### src/rtl/frame_pkg.sv
`default_nettype none
// ============================================================================
//  Module      : frame_pkg
//  Description : Shared state encoding, default timing constants and a small
//                helper for the four-channel frame scheduler.
//  Revision    : 1.0 - initial release
// ============================================================================
package frame_pkg;

    // Default serializer cycles per frame: sync byte + 16 data bytes + tail
    localparam int c_SER_CYCLES_DEF = 35;

    // Default COLLECT cycles before a partial frame is forced out
    localparam int c_TIMEOUT_DEF = 1023;

    localparam int c_NUM_CHAN = 4;
    localparam int c_WORD_W   = 32;

    typedef enum logic [1:0] {
        S_IDLE    = 2'd0,
        S_COLLECT = 2'd1,
        S_LAUNCH  = 2'd2,
        S_BUSY    = 2'd3
    } state_t;

    // A channel that did not deliver a sample contributes an all-zero word
    function automatic logic [c_WORD_W-1:0] frame_word(input logic flag,
                                                       input logic [c_WORD_W-1:0] data);
        return flag ? data : '0;
    endfunction

endpackage
`default_nettype wire

### src/rtl/chan_capture.sv
`default_nettype none
// ============================================================================
//  Module      : chan_capture
//  Description : One channel's capture register, pending flag and overrun
//                detector. A strobe while the flag is still pending (and not
//                being consumed by a launch on the same edge) is an overrun;
//                the new sample overwrites the old one.
//  Revision    : 1.0 - initial release
// ============================================================================
module chan_capture
    import frame_pkg::*;
(
    input  logic                CLK,
    input  logic                nReset,
    input  logic                vld,
    input  logic [c_WORD_W-1:0] din,
    input  logic                clr,
    output logic [c_WORD_W-1:0] data,
    output logic                flag,
    output logic                ovr
);

    // Capture sample, track pending flag (set wins over clear), flag overruns
    always_ff @(posedge CLK) begin
        if (!nReset) begin
            data <= '0;
            flag <= 1'b0;
            ovr  <= 1'b0;
        end else begin
            if (vld) begin
                data <= din;
            end
            flag <= vld | (flag & ~clr);
            ovr  <= vld & flag & ~clr;
        end
    end

endmodule
`default_nettype wire

### src/rtl/frame_scheduler.sv
`default_nettype none
// ============================================================================
//  Module      : frame_scheduler
//  Description : Collects one 32-bit word from each of four channels and
//                launches a frame to a byte serializer when all channels have
//                delivered or a collection timeout expires, gated by the
//                downstream FIFO full indication (nTXE). Capture continues
//                while a frame is being serialized.
//                Optional feature macro: FRAME_OVR_COUNT_EN adds a 16-bit
//                saturating overrun counter output (OvrCnt).
//  Revision    : 1.0 - initial release
// ============================================================================
module frame_scheduler
    import frame_pkg::*;
#(
    parameter int SER_CYCLES = c_SER_CYCLES_DEF,
    parameter int TIMEOUT    = c_TIMEOUT_DEF
) (
    input  logic        CLK,
    input  logic        nReset,
    input  logic [3:0]  vld,
    input  logic [31:0] inA,
    input  logic [31:0] inB,
    input  logic [31:0] inC,
    input  logic [31:0] inD,
    input  logic        nTXE,
    output logic [31:0] A,
    output logic [31:0] B,
    output logic [31:0] C,
    output logic [31:0] D,
    output logic        nClkEn,
    output logic        Busy,
    output logic [3:0]  Miss,
`ifdef FRAME_OVR_COUNT_EN
    output logic [15:0] OvrCnt,
`endif
    output logic        Ovr
);

    // One counter serves as the COLLECT timer and the BUSY cycle counter
    localparam int c_CNT_MAX = (TIMEOUT > SER_CYCLES) ? TIMEOUT : SER_CYCLES;
    localparam int c_CNT_W   = $clog2(c_CNT_MAX + 1);
    localparam logic [c_CNT_W-1:0] c_TMO      = c_CNT_W'(TIMEOUT);
    localparam logic [c_CNT_W-1:0] c_SER_LAST = c_CNT_W'(SER_CYCLES - 1);
    localparam logic [c_CNT_W-1:0] c_CNT_ONE  = c_CNT_W'(1);

    state_t               r_state;
    logic [c_CNT_W-1:0]   r_cnt;

    logic [c_WORD_W-1:0]  w_din  [c_NUM_CHAN];
    logic [c_WORD_W-1:0]  w_data [c_NUM_CHAN];
    logic [c_NUM_CHAN-1:0] w_flag;
    logic [c_NUM_CHAN-1:0] w_ovr;
    logic                 w_launch;

    assign w_din[0] = inA;
    assign w_din[1] = inB;
    assign w_din[2] = inC;
    assign w_din[3] = inD;

    for (genvar i = 0; i < c_NUM_CHAN; i++) begin : g_chan
        chan_capture u_chan (
            .CLK    (CLK),
            .nReset (nReset),
            .vld    (vld[i]),
            .din    (w_din[i]),
            .clr    (w_launch),
            .data   (w_data[i]),
            .flag   (w_flag[i]),
            .ovr    (w_ovr[i])
        );
    end

    // Launch decision: complete set or expired timer, only when FIFO has room
    assign w_launch = (r_state == S_COLLECT) && !nTXE &&
                      ((&w_flag) || (r_cnt == c_TMO));

    // Overrun pulses from all channels merge into one strobe
    assign Ovr = |w_ovr;

    // Frame sequencing FSM with registered frame words and status outputs
    always_ff @(posedge CLK) begin
        if (!nReset) begin
            r_state <= S_IDLE;
            r_cnt   <= '0;
            A       <= '0;
            B       <= '0;
            C       <= '0;
            D       <= '0;
            Miss    <= '0;
            nClkEn  <= 1'b0;
            Busy    <= 1'b0;
        end else begin
            nClkEn <= 1'b0;
            case (r_state)
                S_IDLE: begin
                    if (|vld) begin
                        r_state <= S_COLLECT;
                        r_cnt   <= '0;
                    end
                end
                S_COLLECT: begin
                    if (w_launch) begin
                        r_state <= S_LAUNCH;
                        nClkEn  <= 1'b1;
                        Busy    <= 1'b1;
                        A       <= frame_word(w_flag[0], w_data[0]);
                        B       <= frame_word(w_flag[1], w_data[1]);
                        C       <= frame_word(w_flag[2], w_data[2]);
                        D       <= frame_word(w_flag[3], w_data[3]);
                        Miss    <= ~w_flag;
                    end else if (!nTXE && (r_cnt != c_TMO)) begin
                        r_cnt <= r_cnt + c_CNT_ONE;
                    end
                end
                S_LAUNCH: begin
                    r_state <= S_BUSY;
                    r_cnt   <= '0;
                end
                S_BUSY: begin
                    if (r_cnt == c_SER_LAST) begin
                        Busy  <= 1'b0;
                        r_cnt <= '0;
                        // A strobe on this edge also leaves a pending flag
                        if ((|w_flag) || (|vld)) begin
                            r_state <= S_COLLECT;
                        end else begin
                            r_state <= S_IDLE;
                        end
                    end else begin
                        r_cnt <= r_cnt + c_CNT_ONE;
                    end
                end
                default: begin
                    r_state <= S_IDLE;
                end
            endcase
        end
    end

`ifdef FRAME_OVR_COUNT_EN
    // Saturating count of overrun pulses
    always_ff @(posedge CLK) begin
        if (!nReset) begin
            OvrCnt <= '0;
        end else if (Ovr && (OvrCnt != 16'hFFFF)) begin
            OvrCnt <= OvrCnt + 16'd1;
        end
    end
`endif

endmodule
`default_nettype wire

### config.mk
export PLATFORM = sky130hd
export DESIGN_NAME = frame_scheduler
export DESIGN_NICKNAME = d
export VERILOG_FILES = /design/src/rtl/frame_pkg.sv /design/src/rtl/chan_capture.sv /design/src/rtl/frame_scheduler.sv
export SDC_FILE = /design/constraint.sdc
export NUM_CORES = 1
export LEC_CHECK = 0
export ABC_AREA = 1
export BUFFER_PORTS_ARGS = -buffer_cell sky130_fd_sc_hd__clkbuf_2
export CAP_MARGIN = 0
export CORE_ASPECT_RATIO = 0.9
export CORE_UTILIZATION = 40
export CTS_CLUSTER_DIAMETER = 60
export DETAILED_ROUTE_END_ITERATION = 7
export SLEW_MARGIN = 20
export SYNTH_ARGS = -nofsm -noshare
export SYNTH_HDL_FRONTEND = slang
export SYNTH_SLANG_ARGS = --single-unit
### constraint.sdc
create_clock -name CLK -period 5.63 [get_ports CLK]
set_input_delay 1.126 -clock CLK [delete_from_list [all_inputs] [get_ports CLK]]
set_output_delay 1.126 -clock CLK [all_outputs]
set_load 0.02 [all_outputs]
==> flow_summary.yaml <==
critical_path:
  cp.arrival_ns: 3.72
  path_class: "flip-flop to flip-flop"
  end_kind: "flip-flop"
  critPathLaunchType: "flip-flop"
  worstPathRequired_ns: 6.07
  critPathMaxFanout: 84
  r2r_cells: 11
sta:
  worst_pin_slew_ns: 1.09
  slew_violations: 0
  tns_ns: 0
  timing.final.crit_share: 0.583
  clock_skew_ns: 0.0138
  min_period_ns: 3.28
  setup_viol: 0
  slew-limit-headroom: 0.271
  fmax_ghz: 0.305
  rsz0062_at_grt: "no"
  hold_violations: 0
clock_network:
  post_cts_buffers: 0
  root_buffer: "clkbuf_16"
  path_clk_slew_ns: 0.06
  clk_latency_ns: 0.54
  hold_buffers: 0
  cts_tree: "done"
  cts_made_buffers: 30
  ctsHtreeMaxLevel: 1
  clock-sinks: 282
  post_cts_resized: 0
  clock_path_buffers: 3
layout:
  drive_gt1_frac: 0.214
  fillers: 2572
  stdcell_area_um2: 12500
  diodes: 0
  fin_nets: 1682
  areaGrowthSynthToFinish_pct: 23.3
synth:
  synth.most_common_cell: "nand2_1"
  synth-main-ff-cell: "dfxtp_1"
  synth.distinct_cells: 29
  synthTopCellsByCount: "nand2_1, dfxtp_1, nor2_1, a21oi_1, o21ai_0"
  seq_area_frac_synth: 0.555
  syn-instance-count: 1314
  synth_area_leaders: "dfxtp_1, nand2_1, nor2_1, a21oi_1, o21ai_0"
  synthDominantCellAreaShare: 0.555
  syn-cell-area_um2: 10200
  synth_edf_count: 0
  ys_warn_count: 0
  async_flop_share: 0
  synth.avg_cell_area_um2: 7.75
  ys_ff_latch: 282
  syn_nets: 1455
  synth_top_area_cell: "dfxtp_1"
detailed_routing:
  ant_nets: 0
  drt_first_pass_iters: 5
  wire_per_inst_um: 14.2
  dr_total_vias: 9130
  drtIter0Drc: 515
  avgViaCountPerCell: 4.80
  routed_wirelength_um: 27000
  drc: 0
pwr:
  seqPwrFrac: 0.488
  p_sw_frac: 0.240
  powerDensity_nw_per_um2: 348
  p_leak_nw: 5.39
  pwr-share-clk: 0.429
  power.internal_mw: 3.32
  combPwrFrac: 0.083
  ir_drop_uv: 182
  p_switching_mw: 1.05
placed_design:
  placed_area_um2: 11600
  io_buffers: 269
  gp_congestion: 0.828
  post-dp-hpwl_um: 16400
grt:
  overflow: 0
  antenna_found_initial: 0
  grt_use_total: 0.204
  grt_first_pass_wirelength_um: 43300
  grt_pass1_vias: 8607
  grt_max_degree: 92
run_status:
  outcome: "completed"
worst_hold_path:
  hp-class: "flip-flop to flip-flop"
  hold_path_depth: 2
floorplan:
  die_y_um: 153
  core.rowCount: 55
  initial_utilization: 0.406
  die_x_um: 170
  die_area_um2: 26100
  num_io_pins: 270
  core_area_um2: 25000
flow_run:
  cap_violations: 0
## power by group through the flow
stage               clock (mW)  combinational (mW)  sequential (mW)
floorplan                    0               0.242             2.16
global placement             0               0.360             2.17
detailed placement           0               0.365             2.17
CTS                       1.92               0.367             2.13
global route              2.01               0.417             2.14
finish                    1.87               0.364             2.13
## critical path, stage by stage (launching register included)
cell and delay, ns:
dfxtp_1 0.38, inv_1 0.10, ha_1 0.33, inv_1 0.21, nor2_2 0.12, nand2_4 0.71, buf_4 0.67, nand2_1 0.20
nand2_1 0.15, nand2_1 0.06, nand2_1 0.06, nor2_1 0.05
## worst paths after layout
path / to / slack [ns] / start
max: r_state[0] / 2.35 / r_state[1]
min: A[19] / 0.45 / g_chan[0].u_chan.data[19]
max reg2reg: r_state[0] / 2.35 / r_state[1]
min reg2reg: A[19] / 0.45 / g_chan[0].u_chan.data[19]
## cells in the final DEF (no fill, tap or decap), types with 2 or more instances in the layout
cell type	synthesis	final
nand2_1	311	311
nor3_1	8	8
nor2_2	4	4
a21oi_1	147	147
o211ai_1	2	2
nor2_8	2	2
clkinv_1	4	4
clkbuf_8	0	8
ha_1	6	6
nor2_1	278	278
clkbuf_2	0	268
o21ai_0	134	134
inv_1	22	21
dfxtp_1	282	282
nand4_1	5	5
buf_4	1	11
clkbuf_1	59	10
clkinv_2	0	3
nand3_1	13	13
clkbuf_16	0	31
## state kept, by name, indices dropped and copies added, names as in the netlist
register / flops
g_chan.u_chan.data: 128
A: 32
B: 32
C: 32
D: 32
r_cnt: 10
Miss: 4
g_chan.u_chan.flag: 4
g_chan.u_chan.ovr: 4
r_state: 2
Busy: 1
nClkEn: 1
## per-layer routing
metal / GRT usage / vias to the layer above / part of all wire
met2: 0.334 / 195 / 0.46
met1: 0.260 / 4211 / 0.45
met3: 0.0544 / 51 / 0.065
met5: 0 / - / 0
li1: - / 4673 / -
met4: 0.0669 / 0 / 0.029
## metrics by stage
| stage | utilization | hold slack (ns) | total power [mW] | instances | setup slack (ns) |
|---|---|---|---|---|---|
| detailed placement | 0.463 | 0.447 | 2.54 | 1851 | 2.19 |
| finish | 0.501 | 0.446 | 4.36 | 1904 | 2.35 |
| floorplan | - | 0.435 | 2.40 | 1314 | 3.50 |
| global route | 0.501 | 0.459 | 4.57 | 1904 | 2.13 |
| CTS | 0.501 | 0.451 | 4.41 | 1904 | 2.39 |
| global placement | 0.463 | 0.441 | 2.53 | 1851 | 2.22 |
## logic make-up (layout without fill, tap and decap cells)
logic type      count (synthesis)  count (layout)  synth area share
flops                         282             282             0.555
compound gates                287             287             0.143
fa+ha+maj                       6               6           0.00737
buf+inv                       111             359            0.0529
xor+xnor                        1               1          0.000861
simple gates                  627             627             0.242
## area by class of cell
cell class	count	area, µm²	area share
clock buffers	49	923	0.0736
clock inverters	4	23.8	0.00189
inverters	27	104	0.00828
multi-input cells	921	4000	0.319
flip-flops and latches	282	5650	0.450
well taps	342	428	0.0341
repair buffers	279	1420	0.113
Power figures use the tool's default switching activity.
